===== src/rtl/otter_mcu_core.sv =====
// OTTER multicycle RV32I hart: FETCH -> EXEC (-> WB for loads) -> FETCH, with an INTR
// detour for the single machine-mode external interrupt.
module otter_mcu_core #(
    parameter logic [31:0] RESET_PC = 32'h0000_0000
) (
    input  logic        clk,
    input  logic        rst,
    input  logic        intrpt,
    input  logic [31:0] imem_r_data,
    output logic [31:0] imem_addr,
    input  logic [31:0] dmem_r_data,
    output logic        dmem_r_en,
    output logic        dmem_w_en,
    output logic [3:0]  dmem_w_strb,
    output logic [31:0] dmem_addr,
    output logic [31:0] dmem_w_data
);
    localparam logic [6:0] OPC_LUI    = 7'b0110111;
    localparam logic [6:0] OPC_AUIPC  = 7'b0010111;
    localparam logic [6:0] OPC_JAL    = 7'b1101111;
    localparam logic [6:0] OPC_JALR   = 7'b1100111;
    localparam logic [6:0] OPC_BRANCH = 7'b1100011;
    localparam logic [6:0] OPC_LOAD   = 7'b0000011;
    localparam logic [6:0] OPC_STORE  = 7'b0100011;
    localparam logic [6:0] OPC_OPIMM  = 7'b0010011;
    localparam logic [6:0] OPC_OP     = 7'b0110011;
    localparam logic [6:0] OPC_SYSTEM = 7'b1110011;
    localparam logic [31:0] MRET_WORD   = 32'h3020_0073;
    localparam logic [31:0] MCAUSE_EXT  = 32'h8000_000B;

    typedef enum logic [1:0] {FETCH, EXEC, WB, INTR} state_t;

    state_t      state_reg, state_next;
    logic [31:0] pc_reg, pc_next;
    logic        mie_reg, mie_next, mpie_reg, mpie_next;
    logic [31:0] mtvec_reg, mtvec_next, mepc_reg, mepc_next, mcause_reg, mcause_next;
    logic [1:0]  addr_lo_reg, addr_lo_next;
    logic [31:0] regs [0:31];

    logic [6:0]  opcode;
    logic [4:0]  rd, rs1, rs2;
    logic [2:0]  f3;
    logic [31:0] imm_i, imm_s, imm_b, imm_u, imm_j;
    logic [31:0] rs1_val, rs2_val, pc_plus4, mem_addr;

    assign opcode = imem_r_data[6:0];
    assign rd     = imem_r_data[11:7];
    assign f3     = imem_r_data[14:12];
    assign rs1    = imem_r_data[19:15];
    assign rs2    = imem_r_data[24:20];
    assign imm_i  = {{20{imem_r_data[31]}}, imem_r_data[31:20]};
    assign imm_s  = {{20{imem_r_data[31]}}, imem_r_data[31:25], imem_r_data[11:7]};
    assign imm_b  = {{19{imem_r_data[31]}}, imem_r_data[31], imem_r_data[7],
                     imem_r_data[30:25], imem_r_data[11:8], 1'b0};
    assign imm_u  = {imem_r_data[31:12], 12'd0};
    assign imm_j  = {{11{imem_r_data[31]}}, imem_r_data[31], imem_r_data[19:12],
                     imem_r_data[20], imem_r_data[30:21], 1'b0};

    assign rs1_val  = (rs1 == 5'd0) ? 32'd0 : regs[rs1];
    assign rs2_val  = (rs2 == 5'd0) ? 32'd0 : regs[rs2];
    assign pc_plus4 = pc_reg + 32'd4;
    assign mem_addr = rs1_val + ((opcode == OPC_STORE) ? imm_s : imm_i);

    // ALU shared by OP and OP-IMM; only register-register ops honour the SUB bit
    logic [31:0] alu_b, alu_out, sra_res;
    logic [4:0]  shamt;
    assign alu_b   = (opcode == OPC_OP) ? rs2_val : imm_i;
    assign shamt   = alu_b[4:0];
    assign sra_res = $unsigned($signed(rs1_val) >>> shamt);

    always_comb begin
        alu_out = 32'd0;
        case (f3)
            3'b000: alu_out = (opcode == OPC_OP && imem_r_data[30]) ? rs1_val - alu_b
                                                                     : rs1_val + alu_b;
            3'b001: alu_out = rs1_val << shamt;
            3'b010: alu_out = {31'd0, $signed(rs1_val) < $signed(alu_b)};
            3'b011: alu_out = {31'd0, rs1_val < alu_b};
            3'b100: alu_out = rs1_val ^ alu_b;
            3'b101: alu_out = imem_r_data[30] ? sra_res : rs1_val >> shamt;
            3'b110: alu_out = rs1_val | alu_b;
            default: alu_out = rs1_val & alu_b;
        endcase
    end

    logic take;
    always_comb begin
        take = 1'b0;
        case (f3)
            3'b000: take = (rs1_val == rs2_val);
            3'b001: take = (rs1_val != rs2_val);
            3'b100: take = ($signed(rs1_val) < $signed(rs2_val));
            3'b101: take = ($signed(rs1_val) >= $signed(rs2_val));
            3'b110: take = (rs1_val < rs2_val);
            3'b111: take = (rs1_val >= rs2_val);
            default: take = 1'b0;
        endcase
    end

    logic        is_csr, csr_we;
    logic [11:0] csr_addr;
    logic [31:0] csr_rdata, csr_src, csr_wval;
    assign is_csr   = (opcode == OPC_SYSTEM) && (f3[1:0] != 2'b00);
    assign csr_addr = imem_r_data[31:20];
    assign csr_src  = f3[2] ? {27'd0, rs1} : rs1_val;
    // set/clear with a zero source field is a pure read
    assign csr_we   = is_csr && ((f3[1:0] == 2'b01) || (rs1 != 5'd0));

    always_comb begin
        csr_rdata = 32'd0;
        case (csr_addr)
            12'h300: csr_rdata = {24'd0, mpie_reg, 3'b000, mie_reg, 3'b000};
            12'h305: csr_rdata = mtvec_reg;
            12'h341: csr_rdata = mepc_reg;
            12'h342: csr_rdata = mcause_reg;
            default: csr_rdata = 32'd0;
        endcase
        case (f3[1:0])
            2'b01:   csr_wval = csr_src;
            2'b10:   csr_wval = csr_rdata | csr_src;
            default: csr_wval = csr_rdata & ~csr_src;
        endcase
    end

    logic [7:0]  ld_byte;
    logic [15:0] ld_half;
    logic [31:0] load_data;
    assign ld_byte = 8'(dmem_r_data >> {addr_lo_reg, 3'b000});
    assign ld_half = 16'(dmem_r_data >> {addr_lo_reg[1], 4'b0000});

    always_comb begin
        case (f3)
            3'b000:  load_data = {{24{ld_byte[7]}}, ld_byte};
            3'b001:  load_data = {{16{ld_half[15]}}, ld_half};
            3'b100:  load_data = {24'd0, ld_byte};
            3'b101:  load_data = {16'd0, ld_half};
            default: load_data = dmem_r_data;
        endcase
    end

    // Architectural next-state for PC, CSRs and register-file write port
    logic        rf_we;
    logic [31:0] rf_wdata;
    always_comb begin
        pc_next      = pc_reg;
        mie_next     = mie_reg;
        mpie_next    = mpie_reg;
        mtvec_next   = mtvec_reg;
        mepc_next    = mepc_reg;
        mcause_next  = mcause_reg;
        addr_lo_next = addr_lo_reg;
        rf_we        = 1'b0;
        rf_wdata     = 32'd0;
        case (state_reg)
            EXEC: begin
                pc_next = pc_plus4;
                case (opcode)
                    OPC_LUI:    begin rf_we = 1'b1; rf_wdata = imm_u; end
                    OPC_AUIPC:  begin rf_we = 1'b1; rf_wdata = pc_reg + imm_u; end
                    OPC_JAL:    begin rf_we = 1'b1; rf_wdata = pc_plus4; pc_next = pc_reg + imm_j; end
                    OPC_JALR:   begin
                        rf_we    = 1'b1;
                        rf_wdata = pc_plus4;
                        pc_next  = (rs1_val + imm_i) & ~32'd1;
                    end
                    OPC_BRANCH: if (take) pc_next = pc_reg + imm_b;
                    OPC_LOAD:   begin pc_next = pc_reg; addr_lo_next = mem_addr[1:0]; end
                    OPC_OP, OPC_OPIMM: begin rf_we = 1'b1; rf_wdata = alu_out; end
                    OPC_SYSTEM: begin
                        if (is_csr) begin
                            rf_we    = 1'b1;
                            rf_wdata = csr_rdata;
                            if (csr_we) begin
                                case (csr_addr)
                                    12'h300: begin mie_next = csr_wval[3]; mpie_next = csr_wval[7]; end
                                    12'h305: mtvec_next  = csr_wval;
                                    12'h341: mepc_next   = csr_wval;
                                    12'h342: mcause_next = csr_wval;
                                    default: ;
                                endcase
                            end
                        end else if (imem_r_data == MRET_WORD) begin
                            pc_next   = mepc_reg;
                            mie_next  = mpie_reg;
                            mpie_next = 1'b1;
                        end
                    end
                    default: ;
                endcase
            end
            WB: begin
                rf_we    = 1'b1;
                rf_wdata = load_data;
                pc_next  = pc_plus4;
            end
            INTR: begin
                mepc_next   = pc_reg;
                mcause_next = MCAUSE_EXT;
                mpie_next   = mie_reg;
                mie_next    = 1'b0;
                pc_next     = {mtvec_reg[31:2], 2'b00};
            end
            default: ;
        endcase
    end

    always_ff @(posedge clk or posedge rst) begin
        if (rst) begin
            state_reg   <= FETCH;
            pc_reg      <= RESET_PC;
            mie_reg     <= 1'b0;
            mpie_reg    <= 1'b0;
            mtvec_reg   <= 32'd0;
            mepc_reg    <= 32'd0;
            mcause_reg  <= 32'd0;
            addr_lo_reg <= 2'd0;
        end else begin
            state_reg   <= state_next;
            pc_reg      <= pc_next;
            mie_reg     <= mie_next;
            mpie_reg    <= mpie_next;
            mtvec_reg   <= mtvec_next;
            mepc_reg    <= mepc_next;
            mcause_reg  <= mcause_next;
            addr_lo_reg <= addr_lo_next;
        end
    end

    always_ff @(posedge clk) begin
        if (rf_we && rd != 5'd0)
            regs[rd] <= rf_wdata;
    end

    // Interrupt check uses the post-retire MIE so a CSR write or MRET takes effect at once
    always_comb begin
        state_next = state_reg;
        case (state_reg)
            FETCH:   state_next = EXEC;
            EXEC:    state_next = (opcode == OPC_LOAD) ? WB
                                : ((intrpt && mie_next) ? INTR : FETCH);
            WB:      state_next = (intrpt && mie_next) ? INTR : FETCH;
            default: state_next = FETCH;
        endcase
    end

    always_comb begin
        imem_addr   = pc_reg;
        dmem_addr   = mem_addr;
        dmem_w_data = rs2_val << {mem_addr[1:0], 3'b000};
        dmem_r_en   = (state_reg == EXEC) && (opcode == OPC_LOAD);
        dmem_w_en   = (state_reg == EXEC) && (opcode == OPC_STORE);
        dmem_w_strb = 4'b0000;
        if (dmem_w_en) begin
            case (f3[1:0])
                2'b00:   dmem_w_strb = 4'b0001 << mem_addr[1:0];
                2'b01:   dmem_w_strb = 4'b0011 << {mem_addr[1], 1'b0};
                default: dmem_w_strb = 4'b1111;
            endcase
        end
    end
endmodule


===== config.mk =====
export PLATFORM = sky130hd
export DESIGN_NAME = otter_mcu_core
export DESIGN_NICKNAME = d
export VERILOG_FILES = /design/src/rtl/otter_mcu_core.sv
export SDC_FILE = /design/constraint.sdc
export NUM_CORES = 2
export LEC_CHECK = 0
export CELL_PAD_IN_SITES_DETAIL_PLACEMENT = 1
export CELL_PAD_IN_SITES_GLOBAL_PLACEMENT = 1
export CORE_ASPECT_RATIO = 1.25
export CORE_UTILIZATION = 52
export CTS_CLUSTER_DIAMETER = 100
export DETAILED_ROUTE_END_ITERATION = 10
export PLACE_DENSITY = 0.81
export REMOVE_ABC_BUFFERS = 1
export SETUP_SLACK_MARGIN = 0.3
export SLEW_MARGIN = 20
export SYNTH_ARGS = -nofsm -noshare
export SYNTH_HDL_FRONTEND = slang
export SYNTH_SLANG_ARGS = --single-unit

===== constraint.sdc =====
create_clock -name clk -period 7.3 [get_ports clk]
set_clock_uncertainty 0.2 [all_clocks]
set_input_delay 1.095 -clock clk [delete_from_list [all_inputs] [get_ports clk]]
set_output_delay 1.095 -clock clk [all_outputs]
set_load 0.02 [all_outputs]

==> flow_summary.yaml, run 1 <==
yosys:
  ys_async_sr_fraction_pct: 11.6
  syn_inst: 6233
  ys_seq_area_share_pct: 45.9
  yosysTopAreaCellShare_pct: 41.4
  ys.warnings.count: 0
  synth-seq-cells: 1158
  ys.flop_type: "edfxtp_1"
  synth.distinct_cells: 110
  synth_area_um2: 74300
  yosys.area.top_type: "edfxtp_1"
  syn_area_per_cell_um2: 11.9
  synthTopCellsByArea: "edfxtp_1 (41%), mux4_2 (15%), dfrtp_1 (4.5%)"
  synth_edf_count: 1024
global_routing:
  grt_max_degree: 64
  grt_pass1_vias: 89013
  grt_overflow: 441
  grt_pass1_wl_mm: 823
  grtUsageTotal_pct: 81.1
placement:
  dp.cells: 8724
  gp_congestion: 1.11
  post-dp-hpwl_mm: 318
  io_buffers: 168
clock_network:
  hold_buffers: 0
  cts_max_path_buffers: 3
  cts.sinks: 1158
  cts_buffers: 116
  root_buffer: "clkbuf_16"
  cts_max_level: 3
floorplan:
  ios: 169
  rows: 154
  die_h_um: 425
  start_util_pct: 52.6
  fp.dieW_um: 340
status:
  stop_stage: "5_1_grt"
  error: "[ERROR GRT-0116] Global routing finished with congestion. Check the congestion regions in the DRC Viewer."
  status: "did not finish"
per-layer routing:
layer	overflow	track usage [%]
met4	192	81.7
met2	224	94.4
met1	5	80.6
met5	4	43.2
met3	16	68.9
timing repair:
action,in CTS
pin swaps,17
gates cloned,1
gates resized for setup,134
endpoints found under the setup margin,352
buffers inserted,28
stage by stage:
step | setup TNS, ps | worst slack, ps | cell area [um^2]
2_1_floorplan | -2305490 | -3240 | 72200
3_5_place_dp | -117420 | -517 | 85000
4_1_cts | 0 | 220 | 89800
3_3_place_gp | -48050 | -410 | 85000
cell usage after synthesis (all sizes together), types with 77 or more instances:
cell    count
edfxtp   1024
mux4      485
nand2     485
a21oi     428
o21ai     423
nor2      406
clkbuf    297
mux2i     254
ha        227
buf       190
inv       165
dfrtp     134
xnor2     108
a211oi    100
nor3       92
nand3      91
a22oi      90
a21o       77
kinds of logic after synthesis:
group	synth area share, %
xor gates and xnor gates	2.10
AOI/OAI and AO/OA	16.6
buffers and inverters	3.93
DFF	45.9
and+or+nand+nor	8.32
adders and majority gates	4.01
other	0.00504
muxes	19.2
==> inputs of run 2 (changes only) <==
Settings changed: CELL_PAD_IN_SITES_DETAIL_PLACEMENT 1 to default, CELL_PAD_IN_SITES_GLOBAL_PLACEMENT 1 to default, CORE_ASPECT_RATIO 1.25 to default, CORE_UTILIZATION 52 to 39, CTS_CLUSTER_DIAMETER 100 to default, PLACE_DENSITY 0.81 to default, PLACE_DENSITY_LB_ADDON from default to 0.15, SETUP_SLACK_MARGIN 0.3 to default.
==> run 2 against run 1 <==
The flow now finishes without violations. Synthesized cell count stayed put. Area after synthesis is the same.
==> flow_summary.yaml, run 2 <==
final_layout:
  fill_cells: 16927
  largest_reg_flops: 1024
  nets: 7431
  fin_area_um2: 91400
  drive_gt1_share_pct: 27.6
  layout_common_cells: "edfxtp_1 (1024), buf_4 (931), nand2_1 (484)"
  regMostFlops: "regs"
  area_growth_pct: 22.9
  layout_commonest_cell: "edfxtp_1"
  post-route-util_pct: 48.4
worst_setup_path:
  worstPathMaxFanout: 11
  reg2reg_slack_ps: 900
  reg2reg_to: "regs[7][22]"
  start_kind: "input port"
  slowest_stage: "clkdlybuf4s50_1"
  cp.depth: 23
  arrival_ps: 5840
  regToRegStartpoint: "regs[11][0]"
  slowest_delay_ps: 620
  crit_type: "in -> out"
  crit_family: "buffers and inverters"
  path_cells: "clkdlybuf4s50_1 -> buf_12 -> nor2b_4 -> buf_4 -> buf_4 -> buf_4 -> buf_4 -> a22oi_1 -> a31o_2 -> nor2_4 -> buf_4 -> ha_1 -> buf_4 -> nand2_1 -> nor2_1 -> buf_4 -> nand2_1 -> buf_4 -> nor2_1 -> a21oi_1 -> xnor2_1 -> buf_4 -> clkdlybuf4s50_1"
  crit_top_cell: "buf_4"
  r2r_cells: 23
  cp-end-kind: "output port"
  crit_end: "dmem_addr[23]"
  worstPathRequired_ps: 6000
  critPathLaunch: "imem_r_data[18]"
  worstPathBufferInverterCount: 12
route:
  route.vias.total: 64275
  drtIter0Drc: 7666
  via_per_inst: 6.60
  routed_wl_mm: 387
  firstDrtPassIters: 6
  wire_per_inst_um: 39.8
  drc_errors: 0
  ant_nets: 0
sta:
  period_needed_ps: 7130
  finalSetupTns_ps: 0
  grt_setup_unrepaired: "no"
  post-route-period-util_pct: 97.7
  setup_violations: 0
  worstMarginPinSlew_ps: 1210
  max_freq_mhz: 140
  finalMaxSlewViolations: 0
  slew_headroom_pct: 18.7
  hold_violations: 0
floorplan:
  ios: 169
  core_um2: 189000
  rows: 159
  start_util_pct: 39.4
  die_h_um: 439
  dieArea_um2: 192000
  fp.dieW_um: 439
yosys:
  synth_edf_count: 1024
  synth-seq-cells: 1158
  post-synth-top-count-cell: "edfxtp_1"
  synth.distinct_cells: 110
  syn_inst: 6233
  yosysTopAreaCellShare_pct: 41.4
  synthTopCellsByCount: "edfxtp_1 (1024), nand2_1 (485), mux4_2 (482)"
  ys_async_sr_fraction_pct: 11.6
  synthTopCellsByArea: "edfxtp_1 (41%), mux4_2 (15%), dfrtp_1 (4.5%)"
  syn_area_per_cell_um2: 11.9
  synth_area_um2: 74300
  ys_seq_area_share_pct: 45.9
  ys.flop_type: "edfxtp_1"
  yosys.area.top_type: "edfxtp_1"
  ys.warnings.count: 0
global_routing:
  antenna_found_initial: 25
  grt_pass1_vias: 62516
  grtUsageTotal_pct: 39.8
  grt_max_degree: 78
  grt_overflow: 0
  grt_pass1_wl_mm: 528
clock_network:
  post_cts_buffers: 0
  cts_tree: "done"
  path_clk_slew_ps: 60
  root_buffer: "clkbuf_16"
  cts.sinks: 1158
  cts_max_path_buffers: 3
  cts_buffers: 133
  cts_max_level: 4
  clk_latency_ps: 810
power_and_ir_drop:
  finalPower_w: 0.0216
  p_leak_nw: 35.1
  ir_drop_mv: 0.238
  p_per_area_nw_per_um2: 237
placement:
  io_buffers: 168
  post-dp-hpwl_mm: 289
  place_area_um2: 87000
  gp_congestion: 1.08
worst_hold_path:
  min_from: "mcause_reg[18]"
  hold_class: "reg -> reg"
status:
  status: "finished clean"
flow_run:
  drv_cap: 0
-- run 2: cell counts after synthesis --
Identical to the previous run, type by type.
-- run 2: power by group --
group	internal, W	switching [W]
sequential	0.00733	0.000425
combinational	0.00268	0.00449
clock	0.00386	0.00283
-- run 2: cell families after synthesis --
kind of cell	Yosys count	share of synthesized area [%]
other cells	1	0.00504
simple gates	1356	8.32
xor+xnor	178	2.10
buf+inv	654	3.93
fa+ha+maj	234	4.01
mux	807	19.2
compound gates	1845	16.6
flops	1158	45.9
-- run 2: area by class of cell --
type                    instances  area [um^2]  share of cell area, %
multi-input cells            4452        38000                   41.6
clock inverters                61          682                  0.746
clock buffers                 169         3580                   3.91
repair buffers               1218        11200                   12.2
inverters                     167          638                  0.698
well taps                    2495         3120                   3.42
diodes                         14         35.0                 0.0383
flip-flops and latches       1158        34100                   37.3
-- run 2: metrics by stage --
stage,worst slack (ps),hold slack (ps),instances
finish,165,283,9734
global route,8.26,304,9726
CTS,11.8,283,9720
detailed placement,-435,270,9490
global placement,-425,261,9488
floorplan,-3240,249,5777
-- run 2: per-layer routing --
layer  global-route usage (%)  share of wire (%)  wire length, um  vias up
met5                        0              0.024               94        -
met4                     30.4                9.2            35500       12
met3                     7.11                7.6            29600      934
met2                     63.1                 46           178000     3755
met1                     48.5                 37           144000    33035
li1                         -                  -                -    26539
-- run 2: tightest hold or removal path, cell delays in order, from the launching register on --
cell and delay [ps]:
dfrtp_1 340, nand2_1 50, o21ai_0 60
-- run 2: worst min path at each step --
stage                endpoint  slack, ps  depth (start not counted)
3_5_place_dp   mcause_reg[18]        270                          2
5_1_grt        mcause_reg[16]        300                          2
2_1_floorplan  mcause_reg[14]        250                          2
3_3_place_gp   mcause_reg[18]        260                          2
4_1_cts        mcause_reg[18]        280                          2
6_report       mcause_reg[18]        280                          2
-- run 2: timing repair --
item,CTS,global route
endpoints found under the setup margin,16,12
resized for setup,20,24
hold endpoints to repair,0,0
hold buffers,0,0
Note: power is estimated with default switching activity, not from simulation.
